File: src/rtl/reg_dump_reader.sv
// reg_dump_reader: debug read-out engine for the 8-bit register file.
// On start it walks addresses 0..2**PW-1 via rd_addr, captures each read and
// streams the bytes over a valid/ready interface, holding busy so the core
// keeps the register contents frozen.
// Optional feature macro: REG_DUMP_CHECKSUM_EN appends an XOR checksum byte.
module reg_dump_reader #(
  parameter int PW = 3
) (
  input  logic          clk,
  input  logic          reset,
  input  logic          start,
  output logic [PW:0]   rd_addr,
  input  logic [7:0]    rd_data,
  output logic [7:0]    out_data,
  output logic          out_valid,
  input  logic          out_ready,
  output logic          out_last,
  output logic          busy,
  output logic          done
);

  typedef enum logic [2:0] {
    IDLE,
    READ,
    SEND,
`ifdef REG_DUMP_CHECKSUM_EN
    CSUM,
`endif
    DONE
  } state_t;

  localparam logic [PW-1:0] IDX_MAX = '1;

  state_t        state;
  logic [PW-1:0] idx;
  logic [PW-1:0] idx_nxt;
  logic          hs;

  assign hs      = out_valid & out_ready;
  assign idx_nxt = idx + 1'b1;

`ifdef REG_DUMP_CHECKSUM_EN
  logic [7:0] csum;

  // running XOR of every accepted register byte
  always_ff @(posedge clk) begin
    if (reset)
      csum <= '0;
    else if (state == IDLE && start)
      csum <= '0;
    else if (state == SEND && hs)
      csum <= csum ^ out_data;
  end
`endif

  // dump sequencer: all outputs registered
  always_ff @(posedge clk) begin
    if (reset) begin
      state     <= IDLE;
      idx       <= '0;
      rd_addr   <= '0;
      out_data  <= '0;
      out_valid <= 1'b0;
      out_last  <= 1'b0;
      busy      <= 1'b0;
      done      <= 1'b0;
    end else begin
      case (state)
        IDLE: begin
          done <= 1'b0;
          if (start) begin
            idx     <= '0;
            rd_addr <= '0;
            busy    <= 1'b1;
            state   <= READ;
          end
        end
        READ: begin
          out_data  <= rd_data;
          out_valid <= 1'b1;
`ifdef REG_DUMP_CHECKSUM_EN
          out_last  <= 1'b0;
`else
          out_last  <= (idx == IDX_MAX);
`endif
          state     <= SEND;
        end
        SEND: begin
          if (hs) begin
            out_valid <= 1'b0;
            out_last  <= 1'b0;
            if (idx != IDX_MAX) begin
              idx     <= idx_nxt;
              rd_addr <= {1'b0, idx_nxt};
              state   <= READ;
            end else begin
`ifdef REG_DUMP_CHECKSUM_EN
              // final checksum includes the byte being accepted now
              out_data  <= csum ^ out_data;
              out_valid <= 1'b1;
              out_last  <= 1'b1;
              state     <= CSUM;
`else
              busy  <= 1'b0;
              done  <= 1'b1;
              state <= DONE;
`endif
            end
          end
        end
`ifdef REG_DUMP_CHECKSUM_EN
        CSUM: begin
          if (hs) begin
            out_valid <= 1'b0;
            out_last  <= 1'b0;
            busy      <= 1'b0;
            done      <= 1'b1;
            state     <= DONE;
          end
        end
`endif
        DONE: begin
          // start here is deliberately ignored
          done  <= 1'b0;
          state <= IDLE;
        end
        default: state <= IDLE;
      endcase
    end
  end

endmodule

File: config.mk
export PLATFORM = sky130hd
export DESIGN_NAME = reg_dump_reader
export DESIGN_NICKNAME = d
export VERILOG_FILES = /design/src/rtl/reg_dump_reader.sv
export SDC_FILE = /design/constraint.sdc
export NUM_CORES = 1
export LEC_CHECK = 0
export ABC_AREA = 1
export BUFFER_PORTS_ARGS = -buffer_cell sky130_fd_sc_hd__buf_4
export CAP_MARGIN = 30
export CORE_MARGIN = 8
export CORE_UTILIZATION = 40
export CTS_CLUSTER_DIAMETER = 150
export CTS_CLUSTER_SIZE = 12
export DETAILED_ROUTE_END_ITERATION = 6
export PLACE_DENSITY = 0.65
export SYNTH_ARGS = -nofsm -noshare
export SYNTH_HDL_FRONTEND = slang
export SYNTH_SLANG_ARGS = --single-unit
File: constraint.sdc
create_clock -name clk -period 1.9 [get_ports clk]
set_clock_uncertainty 0.1 [all_clocks]
set_input_delay 0.095 -clock clk [delete_from_list [all_inputs] [get_ports clk]]
set_output_delay 0.095 -clock clk [all_outputs]
set_load 0.03 [all_outputs]
==> flow_summary.yaml <==
yosys:
  syn-num-nets: 140
  avgSynthCellArea_um2: 7.14
  synth_area_um2: 857
  ys_ff_latch: 17
  syn_inst: 120
  yosysSeqAreaShare_pct: 39.7
  yosys_warnings: 0
  yosysUniqueCellTypes: 18
clocking:
  clk_pin_slew_ps: 100
  ctsRootBufferMaster: "clkbuf_4"
  cts_tree: "built"
  cts_buffers: 3
  cts_resized: 0
  clk_path_buf_depth: 2
  clock-sinks: 17
  cts_max_level: 1
  clk_latency_ps: 290
finish:
  num_antenna_cells: 0
  layout-drive-gt1-share_pct: 22.4
  stdcell_area_um2: 1180
  finalNetCount: 177
  area_delta_synth_final_pct: 38.2
  num-fill-cells: 200
  final_cells: 183
  final_util_pct: 59.2
worst_setup_path:
  critPathKind: "reg2reg"
  cpLargestDelayFamily: "flip-flops"
  crit_buf_inv: 3
  path_cells: "inv_1 > ha_1 > inv_1 > nand2_1 > nand2_2 > inv_2 > nor2_2 > nor2_1 > nor2_1"
  slowest_delay_ps: 440
  rr_worst_depth: 9
  end_kind: "flip-flop"
  slowest_stage: "dfxtp_1"
  cp-start-kind: "flip-flop"
  path_depth: 9
  path_max_fanout: 6
  critPathRequiredTime_ps: 2030
  cp.arrival_ps: 1730
min_path:
  hold_depth: 5
  hold_path_class: "in2reg"
timing:
  fin_crit_ps: 1600
  rsz0062_at_grt: "no"
  setup_violations: 0
  max_freq_mhz: 626
  fin_crit_sh_pct: 84.1
  finalHoldViolations: 0
  postLayoutSetupSlackWorst_ps: 301
  slew_violations: 0
  fin_hold_ws_ps: 213
  tns_ps: 0
route:
  wl_met2_um: 1050
  wl_met3_um: 170
  vias_per_cell: 4.67
  drt_iter0_markers: 18
  highest_layer: "met4"
  drc: 0
  drtPass1Iterations: 4
  drt-met1-wl_um: 905
  wl_per_cell_um: 11.8
  final_antenna_net_count: 0
  via_count: 854
  wl_um: 2150
global_route:
  antenna_found_initial: 0
  grt_max_degree: 15
  grt_usage_pct: 11.6
  grt_pass1_vias: 904
  grt_pass1_wl_um: 3800
  grt-ovfl-total: 0
placed_design:
  dpl_cell_area_um2: 1070
  dp_slack_ps: 333
  gp_routability_congestion: 0.863
  dp_cells: 170
  numPortBuffers: 26
  place_hpwl_um: 1550
run_status:
  status: "finished, final reports clean"
power:
  ir_drop_mv: 0.907
  total_power_mw: 1.73
  power.density_nw_per_um2: 1460
  leakage_nw: 0.597
die:
  rows: 16
  fp.coreArea_um2: 2000
  io_pins: 28
  start_util_pct: 42.8
  dieArea_um2: 3880
  die_x_um: 62.3
  die_y_um: 62.3
flow_run:
  drv_cap: 0
==> power by group <==
group | switching [mW] | total (mW) | internal, mW
combinational | 0.615 | 0.968 | 0.352
sequential | 0.0851 | 0.564 | 0.479
clock | 0.117 | 0.198 | 0.0816
==> registers in the layout (all words and copies together) (netlist names) <==
name and cells:
busy 1, idx 3, state 2, out_valid 1, out_last 1, out_data 8
done 1
==> cells in the mapped netlist, drive strengths merged <==
| master | count | area (µm²) |
|---|---|---|
| nor2 | 30 | 115 |
| nand4 | 4 | 25.0 |
| inv | 13 | 48.8 |
| conb | 1 | 3.75 |
| a31oi | 1 | 6.26 |
| ha | 8 | 100 |
| dfxtp | 17 | 340 |
| a21oi | 3 | 15.0 |
| nand3b | 1 | 7.51 |
| buf | 3 | 17.5 |
| nand3 | 1 | 5.00 |
| o21ai | 12 | 60.1 |
| nand2 | 26 | 113 |
==> layout by cell type (no fill, tap or decap) <==
cell type      Yosys  layout
nor2_1            29      29
buf_4              1      26
nand2_1           22      22
dfxtp_1           17      17
inv_1             12      12
o21ai_0           12      12
dlygate4sd3_1      0       9
ha_1               8       8
nand4_1            4       4
nand2_2            3       3
a21oi_1            3       3
clkbuf_4           0       3
nand2_4            1       1
a31oi_1            1       1
inv_2              1       1
nor2_2             1       1
nand3b_1           1       1
nand3_1            1       1
conb_1             1       1
clkbuf_1           0       1
==> cell type report <==
| cell class | instances | area, µm² | share of cell area [%] |
|---|---|---|---|
| clock buffer | 4 | 26.3 | 2.22 |
| inverter | 13 | 48.8 | 4.12 |
| multi-input combinational | 87 | 450 | 38.0 |
| sequential | 17 | 340 | 28.7 |
| tap | 27 | 33.8 | 2.85 |
| timing repair buffer | 35 | 285 | 24.1 |
==> worst paths after layout <==
check,endpoint,slack (ps),startpoint
setup / recovery,idx[2]$_SDFFE_PP0P_,300,state[0]$_SDFFE_PP0P_
hold / removal,done$_SDFFE_PP0P_,210,out_ready
setup reg to reg,idx[2]$_SDFFE_PP0P_,300,state[0]$_SDFFE_PP0P_
hold reg to reg,out_valid$_SDFFE_PP0P_,390,out_valid$_SDFFE_PP0P_
==> what timing repair did <==
action	in CTS	in global routing
hold buffers	9	0
hold endpoints to repair	11	0
setup buffers	0	0
==> cells by family (layout without fill, tap and decap cells) <==
family          after synthesis  count (layout)  share of synthesized area (%)
simple gates                 62              62                           30.9
flops                        17              17                           39.7
compound gates               16              16                           9.49
buf+inv                      16              52                           7.74
fa+ha+maj                     8               8                           11.7
other cells                   1               1                          0.438
==> worst register-to-register path, cell delays in order (launching register included) <==
cell	delay (ps)
dfxtp_1	440
inv_1	130
ha_1	300
inv_1	120
nand2_1	70
nand2_2	100
inv_2	40
nor2_2	100
nor2_1	50
nor2_1	90
==> per-layer routing <==
metal  global-route usage [%]  vias up
li1                         -      447
met5                        0        -
met4                     3.42        0
met1                     12.2      378
met2                     20.1       25
met3                     5.38        4
No activity file was read; power rests on OpenSTA's default activity.
